## src/rtl/otter_muldiv.sv

```systemverilog
// -----------------------------------------------------------------------------
// otter_muldiv
//
// Iterative RV32M multiply/divide unit. Operands come straight from the
// register-file read ports. A 32-iteration shift-add multiply or restoring
// divide produces a 32-bit result for the write-back path.
//
// Signed operands are reduced to magnitudes when the request is accepted. The
// core then works unsigned, and the sign is re-applied on the completion edge.
// Divide-by-zero and signed overflow are resolved when the request is accepted
// and skip the iteration phase entirely.
//
// Ports
//   clk     : system clock, rising edge
//   rst     : asynchronous active-high reset
//   start   : request, accepted in IDLE or DONE
//   funct3  : 000 MUL, 001 MULH, 010 MULHSU, 011 MULHU,
//             100 DIV, 101 DIVU, 110 REM,    111 REMU
//   op_a    : rs1 operand (multiplicand / dividend)
//   op_b    : rs2 operand (multiplier / divisor)
//   busy    : high while iterating (registered)
//   done    : one-cycle pulse, result valid (registered)
//   result  : result, held until the next completion or reset
//
// Only XLEN = 32 is supported.
// -----------------------------------------------------------------------------
module otter_muldiv #(
    parameter int XLEN = 32
) (
    input  logic            clk,
    input  logic            rst,
    input  logic            start,
    input  logic [2:0]      funct3,
    input  logic [XLEN-1:0] op_a,
    input  logic [XLEN-1:0] op_b,
    output logic            busy,
    output logic            done,
    output logic [XLEN-1:0] result
);

    typedef enum logic [1:0] {
        S_IDLE = 2'd0,
        S_CALC = 2'd1,
        S_DONE = 2'd2
    } state_t;

    state_t      state_q;
    logic [4:0]  count_q;
    logic [2:0]  funct3_q;
    logic        neg_q;        // final result must be negated
    logic [31:0] operand_q;    // multiplicand (mul) or divisor (div) magnitude
    logic [63:0] acc_q;        // mul: {partial product, multiplier}; div: quotient in [31:0]
    logic [32:0] rem_q;        // partial remainder for divide
    logic        busy_q;
    logic        done_q;
    logic [31:0] result_q;

    // ------------------------------------------------------------------
    // Request decode: operand signedness, magnitudes, special cases
    // ------------------------------------------------------------------
    logic        a_signed;
    logic        b_signed;
    logic        a_neg;
    logic        b_neg;
    logic        res_neg;
    logic [31:0] a_mag;
    logic [31:0] b_mag;
    logic        div_zero;
    logic        div_ovf;
    logic [31:0] special_res;

    always_comb begin
        a_signed = 1'b0;
        b_signed = 1'b0;
        case (funct3)
            3'b000, 3'b001, 3'b100, 3'b110: begin
                a_signed = 1'b1;
                b_signed = 1'b1;
            end
            3'b010: a_signed = 1'b1;
            default: ;
        endcase

        a_neg = a_signed & op_a[31];
        b_neg = b_signed & op_b[31];
        a_mag = a_neg ? (32'd0 - op_a) : op_a;
        b_mag = b_neg ? (32'd0 - op_b) : op_b;

        // Remainder follows the dividend; everything else follows a^b.
        // Unsigned ops have both neg flags clear, so this yields 0 for them.
        res_neg = (funct3 == 3'b110) ? a_neg : (a_neg ^ b_neg);

        div_zero = funct3[2] && (op_b == 32'd0);
        // Only the signed variants (DIV=100, REM=110) can overflow.
        div_ovf  = funct3[2] && !funct3[0] &&
                   (op_a == 32'h8000_0000) && (op_b == 32'hFFFF_FFFF);

        special_res = 32'd0;
        if (div_zero) begin
            special_res = funct3[1] ? op_a : 32'hFFFF_FFFF;
        end else if (div_ovf) begin
            special_res = funct3[1] ? 32'd0 : 32'h8000_0000;
        end
    end

    // ------------------------------------------------------------------
    // One iteration of multiply / divide, plus final sign correction
    // ------------------------------------------------------------------
    logic [32:0] mul_sum;
    logic [63:0] prod_step;
    logic [33:0] div_shift;
    logic [33:0] div_trial;
    logic [32:0] rem_step;
    logic [31:0] quo_step;
    logic [63:0] prod_fix;
    logic [31:0] quo_fix;
    logic [31:0] rem_fix;
    logic [31:0] final_res;

    always_comb begin
        // Right-shifting shift-add: add the multiplicand into the upper half
        // when the current multiplier LSB is set, then shift everything right.
        mul_sum   = {1'b0, acc_q[63:32]} + {1'b0, operand_q};
        prod_step = acc_q[0] ? {mul_sum, acc_q[31:1]} : {1'b0, acc_q[63:1]};

        // Restoring divide: bring in the next dividend bit, trial-subtract,
        // keep the difference only when it did not go negative.
        div_shift = {rem_q, acc_q[31]};
        div_trial = div_shift - {2'b00, operand_q};
        rem_step  = div_trial[33] ? div_shift[32:0] : div_trial[32:0];
        quo_step  = {acc_q[30:0], ~div_trial[33]};

        prod_fix = neg_q ? (64'd0 - prod_step) : prod_step;
        quo_fix  = neg_q ? (32'd0 - quo_step) : quo_step;
        rem_fix  = neg_q ? (32'd0 - rem_step[31:0]) : rem_step[31:0];

        case (funct3_q)
            3'b000:                 final_res = prod_fix[31:0];
            3'b001, 3'b010, 3'b011: final_res = prod_fix[63:32];
            3'b100, 3'b101:         final_res = quo_fix;
            default:                final_res = rem_fix;
        endcase
    end

    // ------------------------------------------------------------------
    // Control FSM with registered outputs
    // ------------------------------------------------------------------
    always_ff @(posedge clk or posedge rst) begin
        if (rst) begin
            state_q   <= S_IDLE;
            count_q   <= 5'd0;
            funct3_q  <= 3'd0;
            neg_q     <= 1'b0;
            operand_q <= 32'd0;
            acc_q     <= 64'd0;
            rem_q     <= 33'd0;
            busy_q    <= 1'b0;
            done_q    <= 1'b0;
            result_q  <= 32'd0;
        end else begin
            case (state_q)
                S_IDLE, S_DONE: begin
                    state_q <= S_IDLE;
                    busy_q  <= 1'b0;
                    done_q  <= 1'b0;
                    if (start) begin
                        funct3_q <= funct3;
                        neg_q    <= res_neg;
                        count_q  <= 5'd0;
                        rem_q    <= 33'd0;
                        if (funct3[2]) begin
                            operand_q <= b_mag;
                            acc_q     <= {32'd0, a_mag};
                        end else begin
                            operand_q <= a_mag;
                            acc_q     <= {32'd0, b_mag};
                        end
                        if (div_zero || div_ovf) begin
                            result_q <= special_res;
                            done_q   <= 1'b1;
                            state_q  <= S_DONE;
                        end else begin
                            busy_q  <= 1'b1;
                            state_q <= S_CALC;
                        end
                    end
                end

                S_CALC: begin
                    count_q <= count_q + 5'd1;
                    if (funct3_q[2]) begin
                        acc_q <= {acc_q[63:32], quo_step};
                        rem_q <= rem_step;
                    end else begin
                        acc_q <= prod_step;
                    end
                    if (count_q == 5'd31) begin
                        result_q <= final_res;
                        busy_q   <= 1'b0;
                        done_q   <= 1'b1;
                        state_q  <= S_DONE;
                    end
                end

                default: begin
                    state_q <= S_IDLE;
                    busy_q  <= 1'b0;
                    done_q  <= 1'b0;
                end
            endcase
        end
    end

    assign busy   = busy_q;
    assign done   = done_q;
    assign result = result_q;

endmodule
```

## config.mk

```make
export PLATFORM = sky130hd
export DESIGN_NAME = otter_muldiv
export DESIGN_NICKNAME = d
export VERILOG_FILES = /design/src/rtl/otter_muldiv.sv
export SDC_FILE = /design/constraint.sdc
export NUM_CORES = 1
export LEC_CHECK = 0
export ABC_AREA = 1
export BUFFER_PORTS_ARGS = -buffer_cell sky130_fd_sc_hd__buf_2
export CAP_MARGIN = 10
export CORE_MARGIN = 1
export CORE_UTILIZATION = 35
export DETAILED_ROUTE_END_ITERATION = 10
export GPL_TIMING_DRIVEN = 0
export PLACE_DENSITY = 0.62
export SLEW_MARGIN = 20
export SYNTH_ARGS = -nofsm -noshare
export SYNTH_HDL_FRONTEND = slang
export SYNTH_SLANG_ARGS = --single-unit
export TNS_END_PERCENT = 50
```

## constraint.sdc

```tcl
create_clock -name clk -period 16.4 [get_ports clk]
set_clock_uncertainty 0.2 [all_clocks]
set_input_delay 2.46 -clock clk [delete_from_list [all_inputs] [get_ports clk]]
set_output_delay 2.46 -clock clk [all_outputs]
set_load 0.005 [all_outputs]
```

**Word level (Yosys, flattened, before mapping)**

Cells that the tools add are included.

- Flip-flop bits (word level): 174
- Memories: 0
- Latch bits: 0
- Output and inout bits: 34
- Bits in read-only memories: 0
- Bits of input ports: 70
- Logic and storage cells: 104
- RAM bits: 0

- Mux-type cells: 41
- Bitwise operators: 4
- Reduce and logical (&&, ||, !) cells: 21
- Eq/ne operators: 19
- Divide/modulo/power cells: 0
- $lt $le $gt $ge: 0
- Add/sub/neg operators: 8
- Shifts and indexed selects: 0
- $mul: 0

Operator list:

| operator | count |
|---|---|
| 32-bit 2-to-1 mux | 13 |
| 64-bit 2-to-1 mux | 4 |
| 64-bit case mux with 2 select lines | 1 |
| 1-bit by 32-bit subtractor with 32-bit output (first input constant) | 4 |
| 33-bit 2-to-1 mux | 3 |
| 32-bit case mux with 3 select lines | 1 |
| 33-bit case mux with 2 select lines | 1 |
| 32-bit equality test (second input constant) | 2 |
| 32-bit case mux with 2 select lines | 1 |
| 1-bit by 64-bit subtractor with 64-bit output (first input constant) | 1 |
| 34-bit by 32-bit subtractor with 34-bit output | 1 |
| 32-bit by 32-bit adder with 33-bit output | 1 |
| 32-bit zero test | 1 |
| 3-bit equality test (second input constant) | 4 |
| 2-bit inequality test (second input constant) | 5 |
| 5-bit case mux with 2 select lines | 1 |
| 3-bit by 2-bit equality test with 1-bit output (second input constant) | 3 |
| 1-bit 2-to-1 mux | 9 |
| 3-bit by 1-bit equality test with 1-bit output (second input constant) | 2 |
| 3-bit zero test | 2 |
| 2-bit 2-to-1 mux | 3 |
| 3-bit AND reduction | 2 |
| 5-bit by 1-bit adder with 5-bit output (second input constant) | 1 |
| 5-bit equality test (second input constant) | 1 |
| other kinds (19) | 26 |

**Depth between registers and ports, before layout**

- Depth in word-level cells: 9
- Gate-level depth with buffers: 29
- Gate-level depth less buffers: 28

**Worst setup path before layout**

Ideal clock, no wire load.

- Path type: in2reg
- From: in op_a[1]
- To: reg acc_q[26]
- Setup slack: 11.548 ns
- Cell stages on the path: 16
- Path buffers: 0
- Data arrival time: 4.524 ns
- Library setup time: 0.129 ns
- Cells stage by stage: inv_1 -> ha_1 -> nand3_1 -> nor3_1 -> nand3_1 -> nor3_1 -> nand3_1 -> nand3b_1 -> nor3_1 -> nand2_1 -> nor3_1 -> nand2_1 -> nand3_1 -> nand3_1 -> o211ai_1 -> a21oi_1

- Word-level cells in the longest chain between the ends: 5

RTL lines:

| item | RTL line | RTL |
|---|---|---|
| start, declared | 34 | `input logic [XLEN-1:0] op_a,` |
| 1-bit by 32-bit subtractor with 32-bit output | 86 | `a_mag = a_neg ? (32'd0 - op_a) : op_a;` |
| 32-bit 2-to-1 mux | 86 |  |
| 32-bit 2-to-1 mux | 171 | `if (funct3[2]) begin` |
| 64-bit 2-to-1 mux | 166 | `if (start) begin` |
| 64-bit case mux with 2 select lines | 161 | `case (state_q)` |
| end signal, assigned | 173 | `acc_q <= {32'd0, a_mag};` |
| end signal, assigned | 176 | `acc_q <= {32'd0, b_mag};` |
| end signal, assigned | 192 | `acc_q <= {acc_q[63:32], quo_step};` |
| end, declared | 52 | `logic [63:0] acc_q;` |

Every way passes these cells. The select of a mux whose other input is x is not followed.
A chain may end at the register's enable or synchronous reset.

**Final worst setup path**

- From: in op_a[1]
- To: reg operand_q[25]

- Word-level cells in the longest chain between the ends: 3

RTL lines:

| item | RTL line | RTL |
|---|---|---|
| 1-bit by 32-bit subtractor with 32-bit output | 86 |  |
| 32-bit 2-to-1 mux | 86 |  |
| 32-bit 2-to-1 mux | 171 |  |
| end signal, assigned | 172 | `operand_q <= b_mag;` |
| end signal, assigned | 175 | `operand_q <= a_mag;` |
| end, declared | 51 | `logic [31:0] operand_q;` |

Every way passes these cells.

==> qor.yml <==
power_density_nw_per_um2: 268
critPathLaunchType: "input pin"
grtUsageTotal: 0.327
grt_max_degree: 94
grt_pass1_vias: 21700
design_area_um2: 21300
layout-drive-gt1-share: 0.0772
rsz0062_at_grt: "false"
synthArstFlopShare: 1.00
critPathRequiredTime_ns: 16.51
p_leak_nw: 10.5
clk_pin_slew_worst_paths_ns: 0.07
postCtsSetupRepairBufs: 0
drtIter0Drc: 2609
r2r_cells: 20
holdWs_ns: 0.274
synth-warning-count: 0
setup_ws_ns: 10.74
synth.area.top_cells: "dfrtp_1 (22%), nand2_1 (17%), inv_1 (8.7%)"
clock-sinks: 172
h-tree-depth: 4
final.fill_count: 6037
setup_viol: 0
status: "finished clean"
drt.antenna.violating_nets: 0
synth.ff_latch_count: 172
nNetsFinal: 3484
drt-wirelength-per-cell_um: 22.9
multiInputGateArea_um2: 12700
antenna_found_initial: 3
synth_ff_type: "dfrtp_1"
met2_wirelength_um: 40900
path_cells: "buf_2 > inv_1 > nand3_1 > nor3_1 > nand4_1 > nor3_1 > nand3_1 > nor3_1 > nand2_1 > nor3_2 > nand4_1 > nand3_1 > a21oi_1 > o21ai_0 > o21ai_0"
cap_violations: 0
post_cts_resized: 0
min_path_cells: 1
die_h_um: 237
rows: 85
cts_root_buf: "clkbuf_16"
place_area_um2: 20700
vias: 23300
drcViolationCount: 0
fin_cells: 4052
critPathMaxStageDelay_ns: 0.54
crit_fanout: 4
crit_slowest_cell: "o21ai_0"
die_area_um2: 56000
cts.path.max_buffers: 2
fin_crit_sh: 0.345
crit_arrival_ns: 5.77
synth_cells: 3218
pin_count: 104
core_area_um2: 54100
synth.distinct_cells: 62
synth-seq-area-share: 0.224
hp-class: "register to register"
hold_violations: 0
crit_path_end_kind: "register"
worst_slew_margin_rel: 0.172
cp.depth: 15
portBuffers: 102
maxClockFrequency_mhz: 177
gp_congestion: 1.04
hpwl_um: 77400
die_x_um: 237
worst-slew-pin-transition_ns: 1.23
slew_violations: 0
synth_edf_count: 0
routed_wl_um: 93000
vdd_ir_drop_max_mv: 0.0944
critPathTopFamily: "simple AND/OR/NAND/NOR gates"
critPathKind: "input pin to register"
overflow: 0
syn_area_um2: 19300
start_util: 0.356
area_growth_pct: 10.5
avgViaCountPerCell: 5.74
met3_length_um: 8040
firstDrtPassIters: 6
cts_hold_buf: 0
tritoncts: "built"
tns_ns: 0
clk_latency_ns: 0.49
pre_cts_ws_ns: 10.41
post-synth-top-area-cell: "dfrtp_1"
drt-met1-wl_um: 38300
grt_pass1_wl_um: 137000
regArea_um2: 4300
synth_area_per_cell_um2: 5.98
synth_nets: 3362
synth_top_area_share: 0.224
cts_buffers: 17
fin_crit_ns: 5.66
top_layer_used: "met5"
worst-path-buf-inv: 2
dp.cells: 4017
==> power by group <==
part	internal (mW)	switching, mW	leakage (nW)
logic	1.27	3.12	8.11
clock network	0.231	0.211	0.292
registers	0.619	0.254	2.13
==> layer usage <==
layer,up-vias,global-route usage
met4,2,0.188
met5,-,0
li1,10900,-
met3,236,0.0519
met1,10900,0.420
met2,1169,0.520
==> cells in the final DEF (no fill, tap or decap), types with 11 or more instances in the layout <==
master     instances
nand2_1          881
inv_1            446
nor2_1           336
nand3_1          261
a21oi_1          206
dfrtp_1          172
o21ai_0          156
buf_2            110
clkbuf_1          87
ha_1              72
xor2_1            61
nor3_1            59
nand4_1           56
o22ai_1           54
nand2_2           36
o221ai_1          32
o211ai_1          24
nor4_1            22
a22oi_1           22
a221oi_1          20
clkbuf_16         17
xnor2_1           16
nand3b_1          14
nand2_4           13
o21ai_1           12
or2_2             11
a2bb2oi_1         11
==> worst paths after layout <==
| check | start | endpoint | slack, ns |
|---|---|---|---|
| min in group asynchronous | rst | result[8] | 1.88 |
| worst max register to register | operand_q[22] | result[18] | 10.77 |
| worst min register to register | count_q[3] | count_q[3] | 0.27 |
| worst min-delay path | count_q[3] | count_q[3] | 0.27 |
| max in group asynchronous | rst | acc_q[62] | 13.23 |
| worst max-delay path | op_a[1] | operand_q[25] | 10.74 |
==> metrics by stage <==
step | util | total power [mW]
4_1_cts | 0.393 | 5.56
5_1_grt | 0.393 | 6.07
2_1_floorplan | - | 3.62
6_report | 0.393 | 5.70
3_5_place_dp | 0.382 | 5.10
3_3_place_gp | 0.381 | 5.10
==> logic make-up after synthesis <==
logic type / share of synthesized area
AND/OR/NAND/NOR: 0.389
AO/OA/AOI/OAI: 0.187
buffers and inverters: 0.117
flip-flops: 0.224
XOR/XNOR: 0.0350
adder cells (fa/ha/maj): 0.0489
==> synthesized netlist by cell type (3+ instances only) <==
cell and instances:
nand2_1 881, inv_1 447, nor2_1 336, nand3_1 261, a21oi_1 206, dfrtp_1 172
o21ai_0 156, clkbuf_1 86, ha_1 72, xor2_1 61, nor3_1 59, nand4_1 56
o22ai_1 54, nand2_2 36, o221ai_1 32, o211ai_1 24, a22oi_1 22, nor4_1 22
a221oi_1 20, xnor2_1 16, nand3b_1 14, nand2_4 13, o21ai_1 12, a2bb2oi_1 11
or2_2 11, inv_2 10, nor2_2 10, o2111ai_1 10, a31oi_1 9, o21bai_1 9
buf_1 8, buf_2 8, nor3_2 7, buf_4 6, clkinv_1 6, nand3_2 4
nor2_4 4, o21a_1 4, o21ai_2 4, a221o_1 3
==> registers in the layout (all words and copies together) (netlist names) <==
signal,flops
acc_q,64
rem_q,33
operand_q,32
result,32
count_q,5
funct3_q,3
state_q,2
neg_q,1
==> final cells by class <==
| type | count | share of cell area |
|---|---|---|
| buffer | 114 | 0.0243 |
| antenna | 3 | 0.000353 |
| sequential | 172 | 0.202 |
| timing repair buffer | 103 | 0.0253 |
| clock inverter | 14 | 0.00794 |
| inverter | 463 | 0.0820 |
| clock buffer | 18 | 0.0202 |
| multi-input combinational | 2469 | 0.597 |
| tap | 696 | 0.0409 |
No activity file was read; power rests on OpenSTA's default activity.
